`src/rtl/mem_stage_lsu.sv`:
```
// MEM-stage load/store unit: one req/ack bus transaction per memory instruction,
// store lane alignment, load extraction, pipeline stall. Optional LSU_MISALIGN_TRAP_EN.
module mem_stage_lsu #(
    parameter int TIMEOUT_CYCLES = 255
) (
    input  logic        clk,
    input  logic        rst,
    input  logic [31:0] exmemAddr,
    input  logic [31:0] exmemStoreData,
    input  logic [2:0]  exmemStoreLoadSel,
    input  logic        exmemMemRead,
    input  logic        exmemMemWrite,
    output logic        memReq,
    output logic        memWe,
    output logic [31:0] memAddr,
    output logic [31:0] memWdata,
    output logic [3:0]  memWstrb,
    input  logic        memAck,
    input  logic [31:0] memRdata,
    output logic        stall,
    output logic [31:0] loadData,
    output logic        busError,
    output logic        misaligned
);

    typedef enum logic [1:0] {IDLE, WAIT, DONE} state_t;

    localparam logic       TO_EN   = (TIMEOUT_CYCLES != 0);
    localparam logic [7:0] TO_LAST = 8'((TIMEOUT_CYCLES > 0) ? TIMEOUT_CYCLES - 1 : 0);

    state_t      state, stateNext;
    logic        access, isStore, trap, timeout;
    logic [7:0]  waitCnt;
    logic [2:0]  selLat;
    logic [1:0]  offLat;
    logic        loadLat;
    logic [31:0] wdataAl, loadExt, byteSh, halfSh;
    logic [3:0]  wstrbAl;

    assign access  = exmemMemRead | exmemMemWrite;
    assign isStore = exmemMemWrite;
    assign timeout = TO_EN && (waitCnt == TO_LAST);
    assign stall   = ((state == IDLE) && access) || (state == WAIT);

`ifdef LSU_MISALIGN_TRAP_EN
    logic misalignedQ;
    // half needs addr[0]=0; word (sel[1]=1) needs addr[1:0]=0
    assign trap = ((exmemStoreLoadSel[1:0] == 2'b01) && exmemAddr[0]) ||
                  (exmemStoreLoadSel[1] && (exmemAddr[1:0] != 2'b00));
    assign misaligned = misalignedQ;
`else
    assign trap       = 1'b0;
    assign misaligned = 1'b0;
`endif

    always_comb begin
        wdataAl = exmemStoreData;
        wstrbAl = 4'b1111;
        case (exmemStoreLoadSel[1:0])
            2'b00: begin
                wdataAl = {4{exmemStoreData[7:0]}};
                wstrbAl = 4'b0001 << exmemAddr[1:0];
            end
            2'b01: begin
                wdataAl = {2{exmemStoreData[15:0]}};
                wstrbAl = 4'b0011 << {exmemAddr[1], 1'b0};
            end
            default: ;
        endcase
    end

    // Extraction uses the size/offset latched at issue, not the live EX/MEM inputs.
    assign byteSh = memRdata >> {offLat, 3'b000};
    assign halfSh = memRdata >> {offLat[1], 4'b0000};

    always_comb begin
        loadExt = memRdata;
        case (selLat)
            3'b000:  loadExt = {{24{byteSh[7]}}, byteSh[7:0]};
            3'b100:  loadExt = {24'd0, byteSh[7:0]};
            3'b001:  loadExt = {{16{halfSh[15]}}, halfSh[15:0]};
            3'b101:  loadExt = {16'd0, halfSh[15:0]};
            default: loadExt = memRdata;
        endcase
    end

    always_ff @(posedge clk) begin
        if (rst) state <= IDLE;
        else     state <= stateNext;
    end

    always_comb begin
        stateNext = state;
        case (state)
            IDLE:    if (access) stateNext = trap ? DONE : WAIT;
            WAIT:    if (memAck || timeout) stateNext = DONE;
            DONE:    stateNext = IDLE;
            default: stateNext = IDLE;
        endcase
    end

    always_ff @(posedge clk) begin
        if (rst) begin
            memReq   <= 1'b0;
            memWe    <= 1'b0;
            memAddr  <= 32'd0;
            memWdata <= 32'd0;
            memWstrb <= 4'd0;
            busError <= 1'b0;
            loadData <= 32'd0;
            waitCnt  <= 8'd0;
            selLat   <= 3'd0;
            offLat   <= 2'd0;
            loadLat  <= 1'b0;
`ifdef LSU_MISALIGN_TRAP_EN
            misalignedQ <= 1'b0;
`endif
        end else begin
            busError <= 1'b0;
`ifdef LSU_MISALIGN_TRAP_EN
            misalignedQ <= 1'b0;
`endif
            case (state)
                IDLE: begin
                    if (access && trap) begin
                        loadData <= 32'd0;
`ifdef LSU_MISALIGN_TRAP_EN
                        misalignedQ <= 1'b1;
`endif
                    end else if (access) begin
                        memReq   <= 1'b1;
                        memWe    <= isStore;
                        memAddr  <= {exmemAddr[31:2], 2'b00};
                        memWdata <= wdataAl;
                        memWstrb <= isStore ? wstrbAl : 4'b0000;
                        selLat   <= exmemStoreLoadSel;
                        offLat   <= exmemAddr[1:0];
                        loadLat  <= ~isStore;
                        waitCnt  <= 8'd0;
                    end
                end
                WAIT: begin
                    if (memAck) begin
                        memReq <= 1'b0;
                        if (loadLat) loadData <= loadExt;
                    end else if (timeout) begin
                        memReq   <= 1'b0;
                        loadData <= 32'd0;
                        busError <= 1'b1;
                    end else begin
                        waitCnt <= waitCnt + 8'd1;
                    end
                end
                default: ;
            endcase
        end
    end

endmodule

```
`config.mk`:
```
export PLATFORM = sky130hd
export DESIGN_NAME = mem_stage_lsu
export DESIGN_NICKNAME = d
export VERILOG_FILES = /design/src/rtl/mem_stage_lsu.sv
export SDC_FILE = /design/constraint.sdc
export NUM_CORES = 1
export LEC_CHECK = 0
export BUFFER_PORTS_ARGS = -buffer_cell sky130_fd_sc_hd__buf_2
export CORE_UTILIZATION = 52
export CTS_CLUSTER_SIZE = 28
export DETAILED_ROUTE_END_ITERATION = 8
export PLACE_DENSITY = 0.84
export RECOVER_POWER = 100
export SLEW_MARGIN = 20
export SYNTH_ARGS = -nofsm -noshare
export SYNTH_HDL_FRONTEND = slang
export SYNTH_SLANG_ARGS = --single-unit
```
`constraint.sdc`:
```
create_clock -name clk -period 4.55 [get_ports clk]
set_input_delay 0.455 -clock clk [delete_from_list [all_inputs] [get_ports clk]]
set_output_delay 0.455 -clock clk [all_outputs]
set_load 0.1 [all_outputs]
```
==> flow_summary.yaml <==
yosys:
  syn_avg_cell_area_sq_um: 8.34
  synth-async-reset-ratio_pct: 0
  synth_seq_area_share_pct: 46.5
  ys_types: 42
  netlist_instances: 604
  yosys.area.top_type_share_pct: 46.5
  synth_ff_type: "dfxtp_1"
  ys_ff_latch: 117
  synth_edf_count: 0
  yosys_warnings: 0
  yosysTopAreaCell: "dfxtp_1"
  synth_area_leaders: "dfxtp_1 (46%), nand2_1 (12%), a21oi_1 (6.5%)"
  syn_area_sq_um: 5040
drt:
  routed_wl_um: 14800
  vias_per_cell: 5.59
  vias: 5206
  avgRoutedWirePerCell_um: 15.9
  first_iter_violations: 198
  ant_nets: 0
  firstDrtPassIters: 6
  drc: 0
floorplan:
  initial_core_util_pct: 54.0
  core_area_sq_um: 9330
  ioPinCount: 209
  die_h_um: 100
  die_area_sq_um: 10100
  rows: 35
  dieWidth_um: 100
timing:
  post-route-period-util_pct: 64.1
  rsz0062_at_grt: "false"
  slew_violations: 0
  fin_ws_ps: 1640
  relSlewSlack_pct: 2.16
  finalHoldViolCount: 0
  setup_violations: 0
  finalSetupTns_ps: 0
  skew_ps: 5.20
  worst_pin_slew_ps: 1460
  fmax_mhz: 343
  fin_crit_ps: 2910
setup_path:
  end_kind: "primary output"
  critPathBufInv: 1
  crit_arrival_ps: 2460
  cpMaxStageDelayCell: "clkbuf_1"
  cp-start-kind: "flop"
  cp_cell_sequence: "nor2_1 -> o21ai_4 -> nand2_1 -> clkbuf_1"
  crit_family: "buffers and inverters"
  crit_type: "reg2out"
  crit_required_ps: 4090
  worst-path-max-fanout: 29
  slowest_delay_ps: 870
power:
  comb_power_share_pct: 24.9
  vdd_drop_max_mv: 0.308
  p_leak_nw: 2.67
  clkPwrFrac_pct: 40.5
  total_power_w: 0.00330
  power.density_nw_per_um2: 503
  sw_frac_of_total_pct: 37.1
  p_seq_share_pct: 34.7
  intPower_w: 0.00208
  netSwitchingPower_w: 0.00122
placed_design:
  pre_cts_ws_ps: 2070
  gp_congestion: 0.870
  dp_hpwl_um: 10400
  io_buffers: 205
layout:
  num-nets-final: 895
  drive_gt1_share_pct: 19.5
  layout_commonest_cell: "nand2_1"
  final_cell_mix: "nand2_1 (159), dfxtp_1 (117), buf_2 (103), clkbuf_1 (103), a21oi_1 (65)"
  final_util_pct: 70.4
  syn_to_final_growth_pct: 30.3
job:
  drv_cap: 0
clock_tree:
  cts_resized: 0
  cts_max_path_buffers: 2
  clock-sinks: 117
  numCtsBuffers: 17
  cts_tree: "yes"
  htree_levels: 4
  hold_buffers: 0
  worstSkewPairLatency_ps: 520
  path_clk_slew_ps: 60
  cts_setup_buffers: 0
  cts_root_buf: "clkbuf_8"
status:
  status: "finished, final reports clean"
grt:
  grt_first_pass_wirelength_um: 23200
  overflow: 0
  antenna_found_initial: 2
  grt_start_max_net_pins: 76
  grt_util_all_layers_pct: 29.4
  grt_pass1_vias: 4978
worst_hold_path:
  hold_class: "in2reg"
[Yosys cell counts (all sizes together) (6+ instances only)]
library cell  number
a21oi             66
buf               20
nand2b            12
o21ai             40
mux2               9
a31oi              6
clkbuf            26
a211oi             8
a221o             16
nand2            159
or3               14
dfxtp            117
mux2i             25
nor2              28
a311oi             9
a32o               8
[per-layer routing]
layer	vias to the layer above	track usage, %	part of all wire (%)	wire [um]
met2	287	49.5	48	7120
li1	2481	-	-	-
met4	2	13.8	3.1	459
met5	-	0	0.054	8
met3	45	9.68	9.3	1380
met1	2391	33.6	39	5850
[tightest hold or removal path, stage by stage]
cell     delay [ps]
buf_2            90
nand2_1          40
a21oi_1          50
[per-stage QoR]
stage,std cells,hold WS (ps),cell area [sq um]
3_5_place_dp,898,442,6090
6_report,932,173,6570
3_3_place_gp,898,436,6090
5_1_grt,931,161,6570
4_1_cts,930,161,6690
2_1_floorplan,606,449,5050
[power groups by stage]
stage / combinational (W) / clock, W / sequential [W]
after CTS: 0.000835 / 0.00135 / 0.00114
after global routing: 0.000862 / 0.00140 / 0.00115
after global placement: 0.000820 / 0 / 0.00116
after floorplan: 0.000243 / 0 / 0.00158
final: 0.000822 / 0.00134 / 0.00114
after detailed placement: 0.000831 / 0 / 0.00116
[state kept, by name, summed over array words and instances, names as in the netlist]
register	flops
selLat	3
memAddr	30
memWdata	32
busError	1
loadData	32
state	2
waitCnt	8
memReq	1
memWe	1
loadLat	1
memWstrb	4
offLat	2
[final timing paths]
path	start	to	slack (ps)	cells after the start
max	state[1]$_SDFFE_PP0P_	stall	1640	4
min	exmemAddr[24]	memAddr[24]$_SDFFE_PP0P_	170	3
max reg2reg	state[1]$_SDFFE_PP0P_	memWdata[11]$_SDFFE_PP0P_	1690	6
min reg2reg	memAddr[18]$_SDFFE_PP0P_	memAddr[18]$_SDFFE_PP0P_	450	2
[layout make-up]
class                   count  area (sq um)
inverters                   4          15.0
fillers                   816          2760
well taps                 129           161
flip-flops and latches    117          2340
clock inverters            15           181
clock buffers              17           414
repair buffers            210           945
multi-input cells         439          2510
diodes                      1          2.50
[logic make-up (layout without fill, tap and decap cells)]
kind of cell | Yosys count | after routing | share of synthesized area [%]
fa+ha+maj | 2 | 2 | 0.497
buf+inv | 50 | 246 | 4.40
xor+xnor | 3 | 3 | 0.522
flops | 117 | 117 | 46.5
mux | 35 | 35 | 7.42
compound gates | 160 | 160 | 20.0
other cells | 1 | 4 | 0.0744
simple gates | 236 | 236 | 20.6
Note: power is estimated with default switching activity, not from simulation.
